===== config.mk =====
export PLATFORM = sky130hd
export DESIGN_NAME = regfile_wb_arbiter
export DESIGN_NICKNAME = d
export VERILOG_FILES = /design/src/rtl/regfile_wb_arbiter.sv
export SDC_FILE = /design/constraint.sdc
export NUM_CORES = 1
export LEC_CHECK = 0
export BUFFER_PORTS_ARGS = -buffer_cell sky130_fd_sc_hd__buf_4
export CELL_PAD_IN_SITES_DETAIL_PLACEMENT = 1
export CELL_PAD_IN_SITES_GLOBAL_PLACEMENT = 2
export CORE_ASPECT_RATIO = 2
export CORE_UTILIZATION = 23
export DETAILED_ROUTE_END_ITERATION = 10
export PLACE_DENSITY = 0.9
export SLEW_MARGIN = 25
export SYNTH_ARGS = -nofsm -noshare
export SYNTH_HDL_FRONTEND = slang
export SYNTH_SLANG_ARGS = --single-unit
export TNS_END_PERCENT = 20

===== constraint.sdc =====
create_clock -name clk -period 5.15 [get_ports clk]
set_input_delay 0.7725 -clock clk [delete_from_list [all_inputs] [get_ports clk]]
set_output_delay 0.7725 -clock clk [all_outputs]
set_load 0.005 [all_outputs]

===== src/rtl/regfile_wb_arbiter.sv =====
// Round-robin arbiter sharing the register-file write port among NREQ writeback sources; registered output, 1-cycle latency.
// Losers see ready=0 and hold their request; stall_i/rst block all grants. WBARB_PERF_EN adds per-requester handshake counters.
module regfile_wb_arbiter #(
  parameter int NREQ  = 3,
  parameter int DW    = 64,
  parameter int AW    = 5,
  parameter int CNT_W = 32
) (
  input  logic                 clk,
  input  logic                 rst,
  input  logic [NREQ-1:0]      req_valid_i,
  output logic [NREQ-1:0]      req_ready_o,
  input  logic [NREQ*AW-1:0]   req_waddr_i,
  input  logic [NREQ*DW-1:0]   req_wdata_i,
  input  logic                 stall_i,
  output logic                 we_o,
  output logic [AW-1:0]        waddr_o,
  output logic [DW-1:0]        wdata_o,
  output logic                 busy_o
`ifdef WBARB_PERF_EN
  ,
  output logic [NREQ*CNT_W-1:0] perf_cnt_o
`endif
);

  localparam int PW = $clog2(NREQ);

  logic [PW-1:0] rr_ptr;
  logic [PW-1:0] grant_idx;
  logic          grant_found;
  logic          hs;
  logic [AW-1:0] sel_waddr;
  logic [DW-1:0] sel_wdata;

  // Search starts at rr_ptr and wraps, so the last winner drops to lowest priority.
  always_comb begin
    int idx;
    idx         = 0;
    grant_found = 1'b0;
    grant_idx   = '0;
    for (int k = 0; k < NREQ; k++) begin
      idx = int'(rr_ptr) + k;
      if (idx >= NREQ) idx = idx - NREQ;
      if (!grant_found && req_valid_i[idx]) begin
        grant_found = 1'b1;
        grant_idx   = PW'(idx);
      end
    end
  end

  always_comb begin
    req_ready_o = '0;
    if (grant_found && !stall_i && !rst) req_ready_o[grant_idx] = 1'b1;
  end

  assign hs        = |(req_valid_i & req_ready_o);
  assign sel_waddr = req_waddr_i[grant_idx*AW +: AW];
  assign sel_wdata = req_wdata_i[grant_idx*DW +: DW];

  // Writes to x0 are consumed but never reach the register file.
  always_ff @(posedge clk) begin
    if (rst) begin
      we_o    <= 1'b0;
      waddr_o <= '0;
      wdata_o <= '0;
      rr_ptr  <= '0;
    end else begin
      we_o <= hs && (sel_waddr != '0);
      if (hs) begin
        waddr_o <= sel_waddr;
        wdata_o <= sel_wdata;
        rr_ptr  <= (grant_idx == PW'(NREQ-1)) ? '0 : grant_idx + PW'(1);
      end
    end
  end

  assign busy_o = (|req_valid_i) | we_o;

`ifdef WBARB_PERF_EN
  logic [CNT_W-1:0] cnt [NREQ];

  always_ff @(posedge clk) begin
    if (rst) begin
      for (int i = 0; i < NREQ; i++) cnt[i] <= '0;
    end else begin
      for (int i = 0; i < NREQ; i++)
        if (req_valid_i[i] && req_ready_o[i]) cnt[i] <= cnt[i] + CNT_W'(1);
    end
  end

  for (genvar g = 0; g < NREQ; g++) begin : g_perf
    assign perf_cnt_o[g*CNT_W +: CNT_W] = cnt[g];
  end
`endif

endmodule


**Yosys cells after proc, flatten, opt, wreduce, memory -nomap -nowiden**

Cells that the tools add are included.

- Register bits after elaboration: 72
- Output and inout port bits: 74
- Logic and storage cells: 59
- Input bits: 213

- Add/subtract/negate cells: 6
- Bitwise gates (word level): 2
- Shift operators: 2
- Order comparisons: 8
- Mux-type cells: 22
- Reduce and logical (&&, ||, !) cells: 13
- Multiply operators: 1
- Eq/ne operators: 1

Operators with widths:

| kind | count |
|---|---|
| $shiftx A192 B9 Y64 | 1 |
| $lt A32 B4 Y1 const B | 3 |
| $mux W32 | 3 |
| $shiftx A15 B6 Y5 | 1 |
| $mux W1 | 10 |
| $mux W2 | 4 |
| $sub A3 B2 Y4 const B | 2 |
| $bmux W1 S2 | 3 |
| $ge A3 B2 Y1 const B | 2 |
| $logic_and A1 B1 Y1 | 6 |
| $reduce_or A3 Y1 | 2 |
| $mul A2 B3 Y5 const B | 1 |
| $reduce_bool A5 Y1 | 1 |
| $logic_not A1 Y1 | 4 |
| $add A2 B1 Y3 const B | 1 |
| $add A2 B2 Y3 const B | 1 |
| $and A3 B3 Y3 | 1 |
| $lt A2 B3 Y1 const B | 1 |
| $mux W3 | 1 |
| $sub A2 B2 Y3 const B | 1 |
| $add A2 B1 Y2 const B | 1 |
| $demux W1 S2 | 1 |
| $eq A2 B2 Y1 const B | 1 |
| $ge A2 B1 Y1 const B | 1 |
| other kinds (2) | 2 |

**Logic depth before layout (Yosys ltp)**

Gate-level depths: netlist (run 1).

- Word-level depth: 20
- Gate-level depth with buffers: 12
- Depth with buffers taken out: 8

**Least setup slack after synthesis (run 1)**

Ideal clock, no wire load.

- Path type: flip-flop to output port
- From: reg rr_ptr[0]
- To: out req_ready_o[2]
- Required time: 4.378 ns
- Buffers on the path: 3
- Stages on the path, launching flop included: 10
- Path slack: 2.429 ns
- Arrival: 1.948 ns
- Cell sequence: dfxtp_1 -> inv_1 -> ha_1 -> buf_2 -> nor2b_1 -> a31o_2 -> a2bb2oi_1 -> clkbuf_1 -> clkbuf_1 -> nor2_1

- Cells in the longest elaborated chain, start to end: 17
- Elaborated cells on any way between the ends: 38
- Classes of those cells: add/sub: 5; order compare: 5; mux: 21; reduce/logical: 7

RTL lines:

| element | RTL line | RTL |
|---|---|---|
| start, declared | 28 | `logic [PW-1:0] rr_ptr;` |
| start signal, assigned | 72 | `rr_ptr <= (grant_idx == PW'(NREQ-1)) ? '0 : grant_idx + PW'(1);` |
| parallel branches: the longest is 16 deep, another holds $sub A3 B2 Y4 | -- |  |
| $mux W3 (*) | 53 | `if (grant_found && !stall_i && !rst) req_ready_o[grant_idx] = 1'b1;` |
| end, declared | 12 | `output logic [NREQ-1:0] req_ready_o,` |

Every way passes the cells marked *. The select of a mux whose other input is x is not followed.

**Final worst setup path (run 1)**

- From: reg rr_ptr[0]
- To: reg wdata_o[6]

- Cells in the longest elaborated chain, start to end: 19
- Elaborated cells on any way between the ends: 41
- Classes of those cells: add/sub: 5; order compare: 5; shift: 1; mux: 21; bitwise: 1; reduce/logical: 8

RTL lines:

| element | RTL line | RTL |
|---|---|---|
| parallel branches: the longest is 19 deep, another holds $sub A3 B2 Y4 | -- |  |
| end signal, assigned | 71 | `wdata_o <= sel_wdata;` |
| end, declared | 18 | `output logic [DW-1:0] wdata_o,` |

Parallel ways; which one is timed is not known. The select of a mux whose other input is x is not followed.
A chain may end at the register's enable or synchronous reset.

==> results of run 1 <==
synth_stat cells, types with 2 or more instances:
cell      count
nor2_1       74
nand2_1       5
clkbuf_1     35
a211oi_1     71
nand4_1       2
or4_1         3
buf_2        18
a21oi_1       4
buf_4         2
dfxtp_1      72
nor3_1        2
o32ai_1      70
nand2b_1      7
and3_1       69
inv_1        75
ha_1          4
layout by cell type (no fill, tap or decap), types with 2 or more instances in the layout:
cell,netlist,layout
buf_4,2,297
inv_1,75,75
nor2_1,74,74
dfxtp_1,72,72
a211oi_1,71,71
o32ai_1,70,70
and3_1,69,69
clkbuf_16,0,9
nand2b_1,7,5
a21oi_1,4,4
nand2_1,5,4
ha_1,4,4
or4_1,3,3
nand2b_2,0,2
nand4_1,2,2
nor3_1,2,2
clkbuf_8,0,2
clkinv_2,0,2
state kept, by name, summed over array words and instances, names as in the netlist:
| signal | count |
|---|---|
| rr_ptr | 2 |
| waddr_o | 5 |
| wdata_o | 64 |
| we_o | 1 |
metrics by stage:
stage / hold WS, ns / std cells / power, mW / instance area [um2]
after floorplan: 0.449 / 535 / 1.07 / 4170
after global placement: 0.441 / 990 / 1.44 / 6470
after detailed placement: 0.446 / 990 / 1.46 / 6470
after CTS: 0.456 / 1006 / 2.08 / 6750
after global routing: 0.477 / 1006 / 2.18 / 6750
final: 0.453 / 1006 / 2.04 / 6750
critical path: cells and delay by family, from the launching register on:
family | cells | cell delay (ns)
compound gates | 3 | 0.74
fa+ha+maj | 1 | 0.38
buf+inv | 3 | 0.64
flops | 1 | 0.38
simple gates | 2 | 1.07
layout make-up:
type,instances,share of cell area
repair buffers,297,0.330
multi-input cells,333,0.333
clock inverters,4,0.00408
inverters,75,0.0417
flip-flops and latches,72,0.213
well taps,213,0.0395
clock buffers,12,0.0380
routing by layer:
metal  GRT usage  up-vias  part of all wire
li1            -     2461                 -
met4      0.0979        2             0.040
met5           0        -           0.00080
met3      0.0417       42             0.047
met2       0.386      175              0.55
met1       0.220     2434              0.37
power by group:
group / switching (mW) / leakage (nW) / internal, mW
logic: 0.387 / 2.40 / 0.371
registers: 0.0428 / 0.590 / 0.635
clock network: 0.254 / 0.143 / 0.354
total: 0.684 / 3.13 / 1.36
path summary, 6_finish.rpt:
kind / start / endpoint / slack (ns) / cells past startpoint
max: rr_ptr[0] / wdata_o[6] / 1.74 / 9
min: wdata_o[34] / wdata_o[34] / 0.45 / 2
max reg2reg: rr_ptr[0] / wdata_o[6] / 1.74 / 9
min reg2reg: wdata_o[34] / wdata_o[34] / 0.45 / 2
logic make-up after synthesis:
logic type	synth area share
buffers and inverters	0.124
AOI/OAI and AO/OA	0.307
and+or+nand+nor	0.206
DFF	0.345
muxes	0.00510
adders and majority gates	0.0120
==> impl_metrics.json, run 1 <==
{
  "cp-end-kind": "flop",
  "report.final.slew_viol_count": 0,
  "drtIter0Drc": 145,
  "post-dp-hpwl_um": 14700,
  "antenna_found_initial": 1,
  "rows": 69,
  "slowest_delay_ns": 0.58,
  "cts_hold_buf": 0,
  "num-nets-final": 1005,
  "grt_max_degree": 74,
  "place.gp.congestion": 0.875,
  "postCtsSetupBuffers": 0,
  "dr.pass1.iters": 4,
  "overflow": 0,
  "cap_violations": 0,
  "die_area_mm2": 0.0187,
  "clk_pin_slew_worst_paths_ns": 0.06,
  "multi_input_area_mm2": 0.00225,
  "place_ws_ns": 1.63,
  "clock_sinks": 72,
  "via_per_inst": 5.08,
  "finalCritPeriodShare": 0.662,
  "numPortBuffers": 286,
  "fp.dieH_um": 192,
  "clkLatencyLatePin_ns": 0.33,
  "seq_area_frac_synth": 0.345,
  "worst_pin_slew_ns": 0.895,
  "grt_pass1_vias": 5402,
  "synth-async-reset-ratio": 0,
  "synth_flop_cell": "dfxtp_1",
  "seqCellArea_mm2": 0.00144,
  "peakVddDrop_mv": 0.153,
  "cts.repair.resized": 0,
  "cts_tree": "built",
  "path_class": "reg2reg",
  "power.leakage_nw": 3.13,
  "synth.cell_area_mm2": 0.00417,
  "p_per_area_mw_per_mm2": 303,
  "cp_max_fo": 35,
  "fmax_ghz": 0.293,
  "core_mm2": 0.0178,
  "diodes": 0,
  "syn_nets": 752,
  "yosysWarnings": 0,
  "crit_path_frequent_cell": "inv_1",
  "path_cells": "inv_1 -> ha_1 -> inv_1 -> or3b_1 -> a2bb2oi_4 -> a311o_2 -> nand2b_2 -> buf_4 -> o32ai_1",
  "fin_tns_setup_ns": 0,
  "period_minus_slack_ns": 3.41,
  "cts_buffers": 9,
  "drcViolationCount": 0,
  "required_ns": 5.33,
  "crit_slowest_cell": "nand2b_2",
  "slew_headroom": 0.403,
  "htreeDepth": 3,
  "vias": 5114,
  "io_pins": 287,
  "status": "complete, no violations",
  "wirelength_um": 20000,
  "area_growth_syn_to_layout_pct": 61.9,
  "final_layout_size_suffix_gt1_frac": 0.405,
  "fin_skew_ns": 0.0118,
  "startpoint_type": "flop",
  "clockBufferDepth": 2,
  "rsz0062_at_grt": "false",
  "avgSynthCellArea_um2": 7.80,
  "synth_top_area_cell": "dfxtp_1",
  "ys_ff_latch": 72,
  "syn_inst": 535,
  "grt_usage": 0.207,
  "hold_viol_final": 0,
  "final_antenna_net_count": 0,
  "synth_top_area_frac": 0.345,
  "synthDistinctLibCells": 38,
  "synth_edf_count": 0,
  "critPathArrivalTime_ns": 3.59,
  "synth_area_leaders": "dfxtp_1 (35%), o32ai_1 (15%), a211oi_1 (13%), and3_1 (10%), inv_1 (6.7%)",
  "fp.dieW_um": 97.2,
  "hp-class": "reg2reg",
  "start_util": 0.235,
  "grt_pass1_wl_um": 30200,
  "post-route-util": 0.380,
  "finalSetupViolations": 0,
  "wl_per_cell_um": 19.8,
  "setup_ws_ns": 1.74,
  "cts_root_buf": "clkbuf_16",
  "num-fill-cells": 2171
}
Note: power is estimated with default switching activity, not from simulation.
==> inputs of run 2 (changes only) <==
--- a/config.mk
+++ b/config.mk
@@ -5,13 +5,14 @@
 export SDC_FILE = /design/constraint.sdc
 export NUM_CORES = 1
 export LEC_CHECK = 0
+export ABC_AREA = 1
 export BUFFER_PORTS_ARGS = -buffer_cell sky130_fd_sc_hd__buf_4
 export CELL_PAD_IN_SITES_DETAIL_PLACEMENT = 1
 export CELL_PAD_IN_SITES_GLOBAL_PLACEMENT = 2
 export CORE_ASPECT_RATIO = 2
-export CORE_UTILIZATION = 23
+export CORE_UTILIZATION = 18
 export DETAILED_ROUTE_END_ITERATION = 10
-export PLACE_DENSITY = 0.9
+export PLACE_DENSITY = 0.79
 export SLEW_MARGIN = 25
 export SYNTH_ARGS = -nofsm -noshare
 export SYNTH_HDL_FRONTEND = slang
==> constraint.sdc (replaced) <==
create_clock -name clk -period 3.02 [get_ports clk]
set_input_delay 0.453 -clock clk [delete_from_list [all_inputs] [get_ports clk]]
set_output_delay 0.453 -clock clk [all_outputs]
set_load 0.005 [all_outputs]
==> run 2 against run 1 <==
  * Synthesized cell count increased by 41%
  * Clock-buffer cell count unchanged
  * Die area rose by 40%
  * Critical path depth up 2
  * Combinational power increased by 140%
  * Via count up 11%
  * Sequential cell count unchanged
  * Utilization fell by 8.9 points
  * Clock power rose by 63%
  * Largest power group unchanged
==> impl_metrics.json, run 2 <==
{
  "postCtsSetupBuffers": 0,
  "hp-class": "in2reg",
  "top_regs": "wdata_o x64, waddr_o x5, rr_ptr x2",
  "seq_area_frac_synth": 0.314,
  "period_minus_slack_ns": 2.75,
  "via_per_inst": 4.19,
  "wl_per_cell_um": 14.6,
  "finalSetupViolations": 0,
  "cts_hold_buf": 0,
  "fmax_ghz": 0.363,
  "netSwitchingPower_mw": 1.54,
  "clockBufferDepth": 2,
  "final_layout_size_suffix_gt1_frac": 0.325,
  "synth_flop_cell": "dfxtp_1",
  "cts_buffers": 9,
  "num-fill-cells": 3271,
  "avgSynthCellArea_um2": 6.06,
  "synthSimpleGateAreaFrac": 0.303,
  "antenna_found_initial": 0,
  "largest_reg_flops": 64,
  "core_mm2": 0.0250,
  "area_growth_syn_to_layout_pct": 58.8,
  "fin_tns_setup_ns": 0,
  "path_cells": "inv_1 -> ha_1 -> inv_2 -> nand3_1 -> nand2_1 -> nor2_4 -> nand3_4 -> o21ai_1 -> buf_4 -> nor2_1 -> buf_4",
  "overflow": 0,
  "die_area_mm2": 0.0262,
  "status": "complete, no violations",
  "numPortBuffers": 286,
  "final_antenna_net_count": 0,
  "combPwrFrac": 0.458,
  "num-nets-final": 1235,
  "vias": 5698,
  "p_seq_frac": 0.291,
  "yosysWarnings": 0,
  "slew_headroom": 0.672,
  "synth_area_leaders": "dfxtp_1 (31%), nand2_1 (15%), o21ai_0 (12%), nor2_1 (7.9%), inv_1 (7.1%)",
  "wirelength_um": 19800,
  "drtIter0Drc": 143,
  "setup_ws_ns": 0.266,
  "synth_common_cells": "nand2_1 (181), o21ai_0 (114), nor2_1 (96)",
  "final_cell_mix": "buf_4 (297), nand2_1 (181), o21ai_0 (114), nor2_1 (96), inv_1 (87)",
  "synth-async-reset-ratio": 0,
  "finalCritPeriodShare": 0.912,
  "place_ws_ns": 0.316,
  "cts.repair.resized": 0,
  "slowest_delay_ns": 0.37,
  "yosys.cell_count.top_type": "nand2_1",
  "clkLatencyLatePin_ns": 0.34,
  "grt_max_degree": 86,
  "syn_inst": 757,
  "worstPathBufferInverterCount": 4,
  "place.gp.congestion": 0.793,
  "power.leakage_nw": 3.56,
  "dr.max_layer_used": "met4",
  "clock_sinks": 72,
  "synth_compound_area_frac": 0.235,
  "hold_viol_final": 0,
  "start_util": 0.183,
  "rows": 82,
  "diodes": 0,
  "dr_wl_met2_um": 11300,
  "largest-register": "wdata_o",
  "cp-end-kind": "output port",
  "synthMuxAreaShare": 0,
  "rsz0062_at_grt": "false",
  "synth_edf_count": 0,
  "grt_usage": 0.156,
  "critPathArrivalTime_ns": 2.30,
  "synth_top_area_frac": 0.314,
  "dr_wl_met3_um": 848,
  "pwr-share-clk": 0.250,
  "fp.dieW_um": 115,
  "path_delay_family": "buffers and inverters",
  "cap_violations": 0,
  "synth_fa_ha_area_frac": 0.0109,
  "switching_share": 0.389,
  "grt_pass1_wl_um": 31100,
  "synth_top_area_cell": "dfxtp_1",
  "final_common_cell": "buf_4",
  "fp.dieH_um": 228,
  "clk_pin_slew_worst_paths_ns": 0.06,
  "crit_path_frequent_cell": "buf_4",
  "cp_max_fo": 5,
  "path_class": "reg2out",
  "syn_nets": 974,
  "htreeDepth": 3,
  "synth_top_family_by_area": "simple AND/OR/NAND/NOR gates",
  "ys_ff_latch": 72,
  "peakVddDrop_mv": 0.241,
  "synth_xor_area_frac": 0,
  "grt_pass1_vias": 5938,
  "crit_slowest_cell": "dfxtp_1",
  "wl_met1_um": 6910,
  "fin_skew_ns": 0.00623,
  "p_per_area_mw_per_mm2": 546,
  "worst_pin_slew_ns": 0.492,
  "internal_power_mw": 2.43,
  "cts_tree": "built",
  "drcViolationCount": 0,
  "synth.cell_area_mm2": 0.00459,
  "report.final.slew_viol_count": 0,
  "startpoint_type": "flop",
  "required_ns": 2.57,
  "dr.pass1.iters": 6,
  "post-dp-hpwl_um": 15500,
  "synthDistinctLibCells": 28,
  "io_pins": 287,
  "cts_root_buf": "clkbuf_16"
}
==> run 2: layout make-up <==
class,instances,area [um2],area share
tap,336,420,0.0577
inverter,91,344,0.0472
clock inverter,4,20.0,0.00275
timing repair buffer,300,2290,0.314
clock buffer,12,246,0.0338
sequential,72,1440,0.198
multi-input combinational,544,2520,0.346
==> run 2: worst reg2reg max path: cells and delay by family, from the launching register on <==
family                     cells  cell delay, ns
DFF                            1            0.37
AOI/OAI and AO/OA              2            0.30
buffers and inverters          4            0.63
adders and majority gates      1            0.35
and+or+nand+nor                8            0.93
==> run 2: power groups by stage <==
stage	combinational [mW]	sequential (mW)	clock, mW
5_1_grt	2.08	1.18	1.09
4_1_cts	1.89	1.16	1.05
3_5_place_dp	1.88	1.18	0
2_1_floorplan	1.09	1.18	0
3_3_place_gp	1.86	1.17	0
6_report	1.82	1.16	0.994
==> run 2: per-stage QoR <==
stage / area [um2] / power [mW] / cells / hold slack [ns] / utilization
2_1_floorplan: 4590 / 2.27 / 757 / 0.479 / -
3_3_place_gp: 7020 / 3.04 / 1343 / 0.473 / 0.280
3_5_place_dp: 7020 / 3.05 / 1343 / 0.477 / 0.280
4_1_cts: 7280 / 4.09 / 1359 / 0.449 / 0.291
5_1_grt: 7280 / 4.35 / 1359 / 0.471 / 0.291
6_report: 7280 / 3.97 / 1359 / 0.460 / 0.291
==> run 2: path summary, 6_finish.rpt <==
kind | endpoint | start | depth (start not counted) | slack [ns]
max | req_ready_o[2] | rr_ptr[0] | 11 | 0.27
min | wdata_o[31] | req_wdata_i[159] | 5 | 0.46
max reg2reg | rr_ptr[1] | rr_ptr[0] | 15 | 0.35
min reg2reg | wdata_o[55] | wdata_o[55] | 2 | 0.48
==> run 2: metal layers <==
layer | up-vias | GRT usage
met3 | 29 | 0.0284
met2 | 153 | 0.313
met1 | 2590 | 0.146
li1 | 2926 | -
met4 | 0 | 0.0710
met5 | - | 0
==> run 2: logic make-up (layout without fill, tap and decap cells) <==
group | Yosys count | after routing
adders and majority gates | 4 | 4
and+or+nand+nor | 333 | 333
AOI/OAI and AO/OA | 207 | 207
buffers and inverters | 141 | 407
DFF | 72 | 72
==> inputs of run 3 (changes only) <==
--- a/config.mk
+++ b/config.mk
@@ -8,11 +8,11 @@
 export ABC_AREA = 1
 export BUFFER_PORTS_ARGS = -buffer_cell sky130_fd_sc_hd__buf_4
 export CELL_PAD_IN_SITES_DETAIL_PLACEMENT = 1
-export CELL_PAD_IN_SITES_GLOBAL_PLACEMENT = 2
+export CELL_PAD_IN_SITES_GLOBAL_PLACEMENT = 1
 export CORE_ASPECT_RATIO = 2
-export CORE_UTILIZATION = 18
+export CORE_UTILIZATION = 25
 export DETAILED_ROUTE_END_ITERATION = 10
-export PLACE_DENSITY = 0.79
+export PLACE_DENSITY = 0.8
 export SLEW_MARGIN = 25
 export SYNTH_ARGS = -nofsm -noshare
 export SYNTH_HDL_FRONTEND = slang
==> run 3 against run 2 <==
  * The flow now finishes with violations (design-rule violations)
  * Utilization increased by 11 points
  * Clock power increased by 20%
  * Non-clock buffer count fell by 5
  * Maximum frequency grew 2.6%
  * Routed wire length is 6.0% lower
  * Critical path depth is 1 lower
  * Final area decreased by 1.5%
  * Sequential share of layout area increased by 0.30 points
  * Largest power group unchanged
==> impl_metrics.json, run 3 (synthesis results as in run 2) <==
{
  "final_antenna_net_count": 0,
  "final_common_cell": "buf_4",
  "cts_buffers": 9,
  "largest_reg_flops": 64,
  "wl_per_cell_um": 15.1,
  "antenna_found_initial": 1,
  "largest-register": "wdata_o",
  "clock_sinks": 72,
  "io_pins": 287,
  "cts.repair.resized": 0,
  "fp.dieW_um": 97.8,
  "die_area_mm2": 0.0189,
  "crit_slowest_cell": "dfxtp_1",
  "cp-end-kind": "output port",
  "rsz0062_at_grt": "false",
  "peakVddDrop_mv": 0.292,
  "top_regs": "wdata_o x64, waddr_o x5, rr_ptr x2",
  "place_inst": 1215,
  "finalSetupViolations": 0,
  "p_per_area_mw_per_mm2": 576,
  "internal_power_mw": 2.59,
  "hold_viol_final": 0,
  "overflow": 0,
  "clk_pin_slew_worst_paths_ns": 0.06,
  "multi_input_area_mm2": 0.00252,
  "finalCritPeriodShare": 0.888,
  "wirelength_um": 18600,
  "critPathArrivalTime_ns": 2.23,
  "via_per_inst": 4.71,
  "final_cell_mix": "buf_4 (291), nand2_1 (181), o21ai_0 (114), nor2_1 (96), inv_1 (87)",
  "rows": 69,
  "numPortBuffers": 286,
  "path_class": "reg2out",
  "power.leakage_nw": 3.57,
  "slowest_delay_ns": 0.38,
  "htreeDepth": 3,
  "grt_usage": 0.197,
  "p_seq_frac": 0.281,
  "post-dp-hpwl_um": 14500,
  "place.gp.congestion": 0.884,
  "status": "finished with violations",
  "period_minus_slack_ns": 2.68,
  "combPwrFrac": 0.431,
  "grt_max_degree": 90,
  "cts_tree": "built",
  "final_layout_size_suffix_gt1_frac": 0.324,
  "cp_max_fo": 7,
  "path_delay_family": "simple AND/OR/NAND/NOR gates",
  "netSwitchingPower_mw": 1.54,
  "cts_root_buf": "clkbuf_16",
  "fin_tns_setup_ns": 0,
  "worstPathBufferInverterCount": 3,
  "dr.pass1.iters": 7,
  "core_mm2": 0.0179,
  "post-route-util": 0.401,
  "clkLatencyLatePin_ns": 0.34,
  "drtIter0Drc": 146,
  "layout.cells.non_filler": 1232,
  "required_ns": 2.57,
  "violations": "design-rule violations",
  "report.final.slew_viol_count": 0,
  "fmax_ghz": 0.373,
  "hp-class": "in2reg",
  "grt_pass1_wl_um": 29400,
  "cts_hold_buf": 0,
  "slew_headroom": 0.678,
  "switching_share": 0.372,
  "fin_skew_ns": 0.00717,
  "path_cells": "inv_1 -> ha_1 -> inv_2 -> nand3_1 -> nand2_1 -> nor2_4 -> nand3_4 -> o21ai_2 -> nor2_1 -> buf_4",
  "place_ws_ns": 0.378,
  "worst_pin_slew_ns": 0.483,
  "num-fill-cells": 2357,
  "vias": 5803,
  "start_util": 0.257,
  "clockBufferDepth": 2,
  "grt_pass1_vias": 5791,
  "seqCellArea_mm2": 0.00144,
  "startpoint_type": "flop",
  "postCtsSetupBuffers": 0,
  "fp.dieH_um": 194,
  "area_growth_syn_to_layout_pct": 56.4,
  "cap_violations": 0,
  "drcViolationCount": 28,
  "pwr-share-clk": 0.288,
  "num-nets-final": 1230,
  "setup_ws_ns": 0.337
}
-- run 3: cell count changes in the layout (fill, tap and decap cells not counted), moves of 2 or more --
cell,before,now
buf_4,297,291
clkinv_2,4,1
bufinv_16,0,2
clkbuf_1,2,0
clkinv_4,0,2
-- run 3: area by class of cell --
class,count,share of cell area
multi-input combinational,544,0.352
tap,213,0.0371
timing repair buffer,295,0.316
clock buffer,10,0.0333
sequential,72,0.201
antenna,1,0.000349
clock inverter,6,0.0127
inverter,91,0.0480
-- run 3: path summary, 6_finish.rpt --
| path | startpoint | endpoint | slack, ns | cells past startpoint |
|---|---|---|---|---|
| hold reg to reg | wdata_o[62] | wdata_o[62] | 0.49 | 2 |
| hold / removal | req_wdata_i[184] | wdata_o[56] | 0.46 | 5 |
| setup reg to reg | rr_ptr[0] | wdata_o[21] | 0.38 | 15 |
| setup / recovery | rr_ptr[0] | req_ready_o[2] | 0.34 | 10 |
-- run 3: power by group through the flow --
stage               clock network, mW  registers [mW]  logic, mW
floorplan                           0            1.18       1.09
global placement                    0            1.17       1.78
detailed placement                  0            1.18       1.82
CTS                              1.23            1.16       1.83
global route                     1.27            1.18       2.02
finish                           1.19            1.16       1.78
-- run 3: metal layers --
metal | global-route usage | part of all wire | up-vias | wire length (um)
li1 | - | - | 2914 | -
met1 | 0.192 | 0.35 | 2682 | 6430
met2 | 0.380 | 0.56 | 168 | 10400
met3 | 0.0412 | 0.049 | 39 | 917
met5 | 0 | 0 | - | 0
met4 | 0.102 | 0.044 | 0 | 820
-- run 3: worst reg2reg max path, stage by stage, from the launching register on --
cell,delay (ns)
dfxtp_1,0.38
inv_1,0.08
ha_1,0.37
inv_2,0.09
nand3_1,0.10
nand2_1,0.10
nor2_4,0.14
nand3_4,0.12
o21ai_2,0.20
inv_2,0.07
nor2_4,0.11
nand2_4,0.09
nand2_8,0.14
buf_12,0.25
o21ai_0,0.21
nor2_1,0.14
-- run 3: per-stage QoR --
stage / instance area [um2] / total power, mW / hold WS [ns]
after floorplan: 4590 / 2.27 / 0.479
after global placement: 6840 / 2.96 / 0.473
after detailed placement: 6840 / 3.00 / 0.475
after CTS: 7170 / 4.22 / 0.447
after global routing: 7170 / 4.47 / 0.480
final: 7170 / 4.13 / 0.460
